==> src/rtl/round_timer_ctrl.sv <==
`timescale 1ns/1ps
`default_nettype none
// ============================================================================
// Module     : round_timer_ctrl
// Description: Game-round sequencer for a 3-bit countdown timer: 1 s tick,
//              arm/run/result round flow, hit/timeout scoring, game end.
//              Optional: ROUND_CTRL_ABORT_EN (start_btn mid-game returns to IDLE).
// Revision   : 1.0 - initial release
// ============================================================================
module round_timer_ctrl #(
   parameter int TICK_DIV     = 100_000_000,
   parameter int ROUNDS       = 5,
   parameter int GAP_TICKS    = 1,
   parameter int RESULT_TICKS = 2
) (
   input  logic       clk,
   input  logic       reset,
   input  logic       start_btn,
   input  logic       hit_btn,
   input  logic [2:0] timer_val,
   output logic       timer_run,
   output logic       sec_tick,
   output logic [2:0] state,
   output logic [3:0] round_num,
   output logic [3:0] score,
   output logic       last_hit,
   output logic       done
);

   localparam int PRE_W    = $clog2(TICK_DIV);
   localparam int TICK_MAX = (GAP_TICKS > RESULT_TICKS) ? GAP_TICKS : RESULT_TICKS;
   localparam int TCNT_W   = $clog2(TICK_MAX + 1);

   localparam logic [PRE_W-1:0]  PRE_LAST  = PRE_W'(TICK_DIV - 1);
   localparam logic [TCNT_W-1:0] GAP_LAST  = TCNT_W'(GAP_TICKS - 1);
   localparam logic [TCNT_W-1:0] RES_LAST  = TCNT_W'(RESULT_TICKS - 1);
   localparam logic [3:0]        LAST_RND  = 4'(ROUNDS);
   localparam logic [3:0]        SCORE_MAX = 4'd15;

   typedef enum logic [2:0] {
      S_IDLE   = 3'd0,
      S_ARM    = 3'd1,
      S_RUN    = 3'd2,
      S_RESULT = 3'd3,
      S_DONE   = 3'd4
   } state_t;

   state_t              cur_state;
   state_t              nxt_state;
   logic [PRE_W-1:0]    pre_cnt;
   logic [PRE_W-1:0]    pre_nxt;
   logic [TCNT_W-1:0]   tick_cnt;
   logic [3:0]          nxt_round;
   logic [3:0]          nxt_score;
   logic                nxt_last_hit;
   logic                state_change;
   logic                pre_clear;

   // ------------------------------------------------------------------------
   // Next-state and round bookkeeping
   // ------------------------------------------------------------------------
   always_comb begin
      nxt_state    = cur_state;
      nxt_round    = round_num;
      nxt_score    = score;
      nxt_last_hit = last_hit;

      case (cur_state)
         S_IDLE: begin
            if (start_btn) begin
               nxt_state    = S_ARM;
               nxt_round    = 4'd1;
               nxt_score    = 4'd0;
               nxt_last_hit = 1'b0;
            end
         end
         S_ARM: begin
            if (sec_tick && (tick_cnt == GAP_LAST)) begin
               nxt_state = S_RUN;
            end
         end
         S_RUN: begin
            // Timeout is checked first so a hit on the zero count is a miss.
            if (timer_val == 3'd0) begin
               nxt_state    = S_RESULT;
               nxt_last_hit = 1'b0;
            end else if (hit_btn) begin
               nxt_state    = S_RESULT;
               nxt_last_hit = 1'b1;
               nxt_score    = (score == SCORE_MAX) ? score : score + 4'd1;
            end
         end
         S_RESULT: begin
            if (sec_tick && (tick_cnt == RES_LAST)) begin
               if (round_num == LAST_RND) begin
                  nxt_state = S_DONE;
               end else begin
                  nxt_state = S_ARM;
                  nxt_round = round_num + 4'd1;
               end
            end
         end
         S_DONE: begin
            if (start_btn) begin
               nxt_state = S_ARM;
               nxt_round = 4'd1;
               nxt_score = 4'd0;
            end
         end
         default: begin
            nxt_state = S_IDLE;
         end
      endcase

`ifdef ROUND_CTRL_ABORT_EN
      if (start_btn && ((cur_state == S_ARM) || (cur_state == S_RUN) ||
                        (cur_state == S_RESULT))) begin
         nxt_state    = S_IDLE;
         nxt_round    = 4'd0;
         nxt_score    = 4'd0;
         nxt_last_hit = 1'b0;
      end
`endif
   end

   // ------------------------------------------------------------------------
   // Prescaler: restarts on entry to a timed state so its first tick lands a
   // full TICK_DIV period after entry.
   // ------------------------------------------------------------------------
   always_comb begin
      state_change = (nxt_state != cur_state);
      pre_clear    = state_change &&
                     ((nxt_state == S_ARM) || (nxt_state == S_RUN) ||
                      (nxt_state == S_RESULT));
      if (pre_clear || (pre_cnt == PRE_LAST)) begin
         pre_nxt = '0;
      end else begin
         pre_nxt = pre_cnt + 1'b1;
      end
   end

   always_ff @(posedge clk or posedge reset) begin
      if (reset) begin
         cur_state <= S_IDLE;
      end else begin
         cur_state <= nxt_state;
      end
   end

   always_ff @(posedge clk or posedge reset) begin
      if (reset) begin
         pre_cnt   <= '0;
         sec_tick  <= 1'b0;
         tick_cnt  <= '0;
         timer_run <= 1'b0;
         round_num <= 4'd0;
         score     <= 4'd0;
         last_hit  <= 1'b0;
         done      <= 1'b0;
      end else begin
         pre_cnt   <= pre_nxt;
         sec_tick  <= (pre_nxt == PRE_LAST);
         if (state_change) begin
            tick_cnt <= '0;
         end else if (sec_tick && ((cur_state == S_ARM) || (cur_state == S_RESULT))) begin
            tick_cnt <= tick_cnt + 1'b1;
         end
         timer_run <= (cur_state == S_RUN);
         round_num <= nxt_round;
         score     <= nxt_score;
         last_hit  <= nxt_last_hit;
         done      <= (nxt_state == S_DONE) && (cur_state != S_DONE);
      end
   end

   assign state = cur_state;

endmodule
`default_nettype wire

==> config.mk <==
export PLATFORM = sky130hd
export DESIGN_NAME = round_timer_ctrl
export DESIGN_NICKNAME = d
export VERILOG_FILES = /design/src/rtl/round_timer_ctrl.sv
export SDC_FILE = /design/constraint.sdc
export NUM_CORES = 1
export LEC_CHECK = 0
export ABC_CLOCK_PERIOD_IN_PS = 3300
export CORE_MARGIN = 2
export CORE_UTILIZATION = 62
export CTS_CLUSTER_SIZE = 30
export DETAILED_ROUTE_END_ITERATION = 16
export HOLD_SLACK_MARGIN = 0.05
export PLACE_DENSITY = 0.85
export SYNTH_ARGS = -nofsm -noshare
export SYNTH_HDL_FRONTEND = slang
export SYNTH_SLANG_ARGS = --single-unit
==> constraint.sdc <==
create_clock -name clk -period 3.3 [get_ports clk]
set_input_delay 0.33 -clock clk [delete_from_list [all_inputs] [get_ports clk]]
set_output_delay 0.33 -clock clk [all_outputs]
set_load 0.01 [all_outputs]
==> out/metrics.yaml, run 1 <==
start_kind: "flip-flop"
ir_drop_mv: 0.307
fin_crit_ns: 2.30
slowest_stage: "dfrtp_1"
status: "finished clean"
design_area_um2: 2860
via_per_inst: 5.89
cts_hold_buf: 0
cp.arrival_ns: 2.48
dp_hpwl_mm: 3.80
place_congestion: 0.903
wl_met3_um: 253
drt_iter0_drc: 127
start_util_pct: 63.9
routedWlPerCell_um: 15.2
track_usage_pct: 24.4
cp-end-kind: "flip-flop"
htreeDepth: 2
netlist_area_um2: 2540
syn_nets: 279
vias: 1985
r2r_slack_ns: 1.00
finalSetupTns_ns: 0
clock-root-buffer: "clkbuf_8"
die_h_um: 68.0
utilization_pct: 72.0
clk_pin_slew_ns: 0.08
drt_drc_violations_left: 0
hold_class: "input pin to asynchronous set/reset pin"
syn_inst: 266
port_buffers: 21
yosys.cell_types.count: 50
cts_buffers: 5
grt_pass1_vias: 1868
path_delay_family: "simple AND/OR/NAND/NOR gates"
syn-mean-instance-area_um2: 9.53
grt_pass1_wl_mm: 8.54
cts_resized: 0
synth_enable_flop_cells: 0
antenna_found_initial: 0
clk_latency_ns: 0.29
place_area_um2: 2780
worst_hold_slack_ns: 0.461
ys_seq_elements: 44
fmax_mhz: 436
post_cts_buffers: 0
rsz0062_at_grt: "no"
critical_path_buf_inv_count: 1
powerDensity_nw_per_um2: 455
slew_viol_final: 0
cap_violations: 0
ant_nets: 0
num_rows: 23
leakage_nw: 1.19
worstMarginPinSlew_ns: 0.512
rr_startpoint: "pre_cnt[0]"
fin_crit_sh_pct: 69.6
cts_tree: "yes"
wl_met2_mm: 2.51
setup_viol: 0
reg2reg_to: "pre_cnt[10]"
core-area_um2: 3970
yosys_warnings: 0
grt_overflow: 0
crit_fanout: 14
cp.required_ns: 3.49
diodes: 0
grt_max_degree: 45
totalWireLength_mm: 5.12
skew_ns: 0.00499
die_area_um2: 4620
die_w_um: 68.0
drive_above_1_share_pct: 9.06
yosysSeqAreaShare_pct: 43.4
criticalPathCategory: "flip-flop to flip-flop"
clockBufferDepth: 2
slowest_delay_ns: 0.44
path_cells: "ha_1 > and3_1 > nand3_1 > nor4_1 > a211o_1 > buf_4 > nor2_1"
syn_to_final_growth_pct: 12.7
layout.nets: 300
relSlewSlack_pct: 65.4
ff2ff_path_depth: 7
drt-met1-wl_mm: 2.28
ioPinCount: 22
ys.flop_type: "dfrtp_1"
async_reset_ff_share_pct: 100
cts.sinks: 44
hold_viol: 0
routed.top_layer: "met4"
dr.pass1.iters: 4
==> state kept, by name, summed over array words and instances, names as in the netlist <==
name,count
pre_cnt,27
score,4
last_hit,1
done,1
round_num,4
sec_tick,1
timer_run,1
tick_cnt,2
state,3
==> synthesized netlist by cell type, types with 3 or more instances <==
library cell | number | area share [%]
o21ai_0 | 11 | 2.2
inv_1 | 10 | 1.5
nand3b_1 | 3 | 0.89
nand2b_1 | 4 | 0.99
buf_2 | 8 | 1.6
and3_1 | 5 | 1.2
nor2b_1 | 3 | 0.74
nor4_1 | 3 | 0.74
dfrtp_1 | 44 | 43
nor2_1 | 38 | 5.6
mux2i_1 | 6 | 2.4
nand4_1 | 7 | 1.7
xor2_1 | 17 | 5.9
nand3_1 | 13 | 2.6
a21oi_1 | 9 | 1.8
nand2_1 | 21 | 3.1
nand4b_1 | 3 | 1.0
ha_1 | 6 | 3.0
nor3_1 | 6 | 1.2
xnor2_1 | 9 | 3.1
==> layer usage <==
metal | vias to the layer above | global-route usage [%]
met3 | 8 | 5.26
met5 | - | 0
met2 | 55 | 39.4
met4 | 0 | 6.25
met1 | 947 | 33.5
li1 | 975 | -
==> area by class of cell <==
| class | count | area [µm²] |
|---|---|---|
| clock buffer | 6 | 72.6 |
| clock inverter | 1 | 5.00 |
| fill | 307 | 1110 |
| inverter | 10 | 37.5 |
| multi-input combinational | 203 | 1350 |
| sequential | 44 | 1100 |
| tap | 50 | 62.6 |
| timing repair buffer | 23 | 225 |
==> layout by cell type, fill, tap and decap left out, types with 4 or more instances in the layout <==
cell type         n
nor3_1            6
a21oi_1           9
inv_1             9
nand2b_1          4
clkbuf_8          5
nand4_1           7
ha_1              6
clkdlybuf4s50_1  21
o21ai_0          11
mux2i_1           6
xor2_1           17
nor2_1           38
and3_1            5
nand2_1          21
nand3_1          13
dfrtp_1          44
xnor2_1           9
==> power breakdown <==
part           switching [mW]  leakage (nW)  total (mW)  internal (mW)
Sequential              0.127         0.571       0.741          0.614
Clock                   0.171        0.0410       0.315          0.144
Combinational           0.128         0.576       0.245          0.117
==> cells by family after synthesis <==
family	Yosys count	share of synthesized area (%)
muxes	6	2.37
xor gates and xnor gates	26	8.98
AOI/OAI and AO/OA	36	8.83
buffers and inverters	19	3.21
adders and majority gates	6	2.96
and+or+nand+nor	129	30.2
DFF	44	43.4
==> worst max-delay path by stage <==
stage / start / end / cells past startpoint
CTS: pre_cnt[0] / pre_cnt[10] / 7
detailed placement: timer_val[1] / pre_cnt[26] / 7
global route: pre_cnt[0] / pre_cnt[7] / 7
global placement: timer_val[1] / pre_cnt[26] / 7
finish: pre_cnt[0] / pre_cnt[10] / 7
floorplan: pre_cnt[0] / sec_tick / 7
==> per-stage QoR <==
step                power, mW  std cells  setup WS [ns]
floorplan               0.903        266           1.40
finish                   1.30        337           1.00
detailed placement      0.993        330          0.851
CTS                      1.30        337           1.01
global placement        0.977        330          0.927
global route             1.38        337          0.754
==> worst min-delay path, delay by kind of cell <==
family / cells / cell delay [ns]
buffers and inverters: 3 / 0.88
(Power assumes the default switching activity.)
==> inputs of run 2 (changes only) <==
==> config.mk (replaced) <==
export PLATFORM = sky130hd
export DESIGN_NAME = round_timer_ctrl
export DESIGN_NICKNAME = d
export VERILOG_FILES = /design/src/rtl/round_timer_ctrl.sv
export SDC_FILE = /design/constraint.sdc
export NUM_CORES = 1
export LEC_CHECK = 0
export ABC_CLOCK_PERIOD_IN_PS = 2100
export CORE_MARGIN = 2
export CORE_UTILIZATION = 52
export CTS_CLUSTER_SIZE = 30
export DETAILED_ROUTE_END_ITERATION = 16
export HOLD_SLACK_MARGIN = 0.05
export PLACE_DENSITY = 0.76
export SYNTH_ARGS = -nofsm -noshare
export SYNTH_HDL_FRONTEND = slang
export SYNTH_SLANG_ARGS = --single-unit
==> constraint.sdc (replaced) <==
create_clock -name clk -period 2.1 [get_ports clk]
set_input_delay 0.21 -clock clk [delete_from_list [all_inputs] [get_ports clk]]
set_output_delay 0.21 -clock clk [all_outputs]
set_load 0.01 [all_outputs]
==> run 2 against run 1 <==
- register-to-register slack got worse by 0.86 ns
- maximum frequency grew 17%
- combinational power increased by 87%
- worst hold slack lost 0.12 ns
- core utilization decreased by 8.4 points
- wire length rose by 1.4%
- via count grew 1.6%
- sequential power rose by 55%
==> out/metrics.yaml, run 2 (synthesis gave the netlist of run 1 again) <==
status: "finished clean"
clock-root-buffer: "clkbuf_8"
cp.required_ns: 2.29  # -1.20 ns
rr_startpoint: "pre_cnt[1]"
relSlewSlack_pct: 62.6  # -2.8 points
skew_ns: 0.0142  # +0.00921 ns
drive_above_1_share_pct: 13.7  # +4.7 points
grt_max_degree: 45  # unchanged
crit_fanout: 26  # +12
num_rows: 25  # +8.7%
nFillCells: 393  # +28%
clk_pin_slew_ns: 0.09  # about the same
drt_drc_violations_left: 0  # unchanged
final_cell_mix: "dfrtp_1, nor2_1, nand2_1, clkdlybuf4s50_1, xor2_1"
port_buffers: 21  # unchanged
start_util_pct: 53.7  # -10 points
cts_tree: "yes"
placed_cells: 356  # +7.9%
top_regs: "pre_cnt x27, round_num x4, score x4"
ant_nets: 0  # unchanged
drt_iter0_drc: 134  # +5.5%
hold_class: "input pin to asynchronous set/reset pin"
stdcell_count: 366  # +8.6%
path_cells: "ha_2 > and3_1 > nand3_1 > nor4_2 > a211o_1 > buf_12 > nor2_1"
cts_hold_buf: 0  # unchanged
start_kind: "flip-flop"
worstMarginPinSlew_ns: 0.562  # +0.0492 ns
layout.nets: 312  # +4.0%
dr.pass1.iters: 4  # unchanged
routedWlPerCell_um: 14.2  # -6.6%
vias: 2016  # +1.6%
grt_pass1_wl_mm: 8.93  # +4.6%
via_per_inst: 5.51  # -6.5%
largest_reg_flops: 27  # unchanged
syn_to_final_growth_pct: 18.4
p_total_mw: 2.12  # +63%
cp-end-kind: "flip-flop"
slowest_stage: "dfrtp_1"
cts.sinks: 44  # unchanged
place_congestion: 0.930  # +3.0%
slowest_delay_ns: 0.39  # -0.05 ns
core-area_um2: 4720  # +19%
grt_pass1_vias: 1957  # +4.8%
cp.arrival_ns: 2.14  # -0.34 ns
rsz0062_at_grt: "no"
die_w_um: 73.8  # +8.7%
ir_drop_mv: 0.475  # +55%
dp_hpwl_mm: 3.72  # -2.0%
die_area_um2: 5450  # +18%
fmax_mhz: 511  # +17%
cts_buffers: 5  # unchanged
fin_crit_sh_pct: 93.1  # +24 points
fin_crit_ns: 1.96  # -0.339 ns
final_common_cell: "dfrtp_1"
clockBufferDepth: 2  # unchanged
finalSetupTns_ns: 0  # unchanged
cap_violations: 0  # unchanged
clk_latency_ns: 0.31  # +0.02 ns
criticalPathCategory: "flip-flop to flip-flop"
ioPinCount: 22  # unchanged
htreeDepth: 2  # unchanged
totalWireLength_mm: 5.19  # +1.4%
powerDensity_nw_per_um2: 705  # +55%
track_usage_pct: 21.4  # -3.1 points
leakage_nw: 1.25  # +4.9%
hold_viol: 0  # unchanged
max_flop_register: "pre_cnt"
grt_overflow: 0  # unchanged
setup_viol: 0  # unchanged
diodes: 0  # unchanged
die_h_um: 73.8  # +8.7%
slew_viol_final: 0  # unchanged
critPathLaunch: "pre_cnt[1]"
antenna_found_initial: 0  # unchanged
## run 2: cell count changes in the layout (fill, tap and decap cells not counted), sizes merged
cell / delta
clkbuf: -1
clkinvlp: +1
buf: +12
## run 2: power breakdown
group / switching (mW) / leakage (nW) / internal (mW) / total, mW
Combinational: 0.233 / 0.636 / 0.225 / 0.458
Sequential: 0.180 / 0.571 / 0.966 / 1.15
Clock: 0.288 / 0.0400 / 0.225 / 0.513
Total: 0.701 / 1.25 / 1.42 / 2.12
## run 2: critical path: cells and delay by family, from the launching register on
kind	cells	cell delay (ns)
compound gates	1	0.20
fa+ha+maj	1	0.23
buf+inv	1	0.18
flops	1	0.39
simple gates	4	0.83
## run 2: through the flow
step	setup slack, ns	instance area, µm²	util (%)	hold slack, ns
2_1_floorplan	0.197	2540	-	0.370
3_3_place_gp	0.138	2880	61.0	0.520
3_5_place_dp	0.0828	2880	61.0	0.518
4_1_cts	0.0295	2960	62.7	0.367
5_1_grt	0.000287	3000	63.6	0.407
6_report	0.144	3000	63.6	0.346
## run 2: final cells by class
type,count,area [µm²],share of cell area [%]
Clock inverter,2,12.5,0.417
Sequential cell,44,1100,36.7
Multi-Input combinational cell,203,1370,45.7
Timing Repair Buffer,35,328,10.9
Clock buffer,5,68.8,2.29
Tap cell,67,83.8,2.79
Inverter,10,37.5,1.25
## run 2: what timing repair did
item | 4_1_cts | 5_1_grt
resized for setup | 0 | 3
endpoints found under the setup margin | 0 | 27
setup buffers | 0 | 3
## run 2: final timing paths
kind / endpoint / slack, ns / cells past startpoint
hold / removal: pre_cnt[23] / 0.35 / 3
min in group clk: last_hit / 0.51 / 3
hold reg to reg: tick_cnt[1] / 0.52 / 2
setup reg to reg: pre_cnt[10] / 0.14 / 7
max in group asynchronous: pre_cnt[11] / 1.36 / 3
setup / recovery: pre_cnt[10] / 0.14 / 7
## run 2: layer usage
layer / wire, µm / track usage [%] / share of wire [%] / up-vias
met2: 2470 / 32.8 / 48 / 32
met5: 0 / 0 / 0 / -
met4: 107 / 9.09 / 2.1 / 0
li1: - / - / - / 997
met1: 2460 / 29.8 / 47 / 978
met3: 157 / 3.57 / 3.0 / 9
==> inputs of run 3 (changes only) <==
--- a/config.mk
+++ b/config.mk
@@ -6,6 +6,7 @@
 export NUM_CORES = 1
 export LEC_CHECK = 0
 export ABC_CLOCK_PERIOD_IN_PS = 2100
+export CAP_MARGIN = 20
 export CORE_MARGIN = 2
 export CORE_UTILIZATION = 52
 export CTS_CLUSTER_SIZE = 30
==> results of run 3 <==
The final DEF is identical to that of run 2; final timing and power are the same.
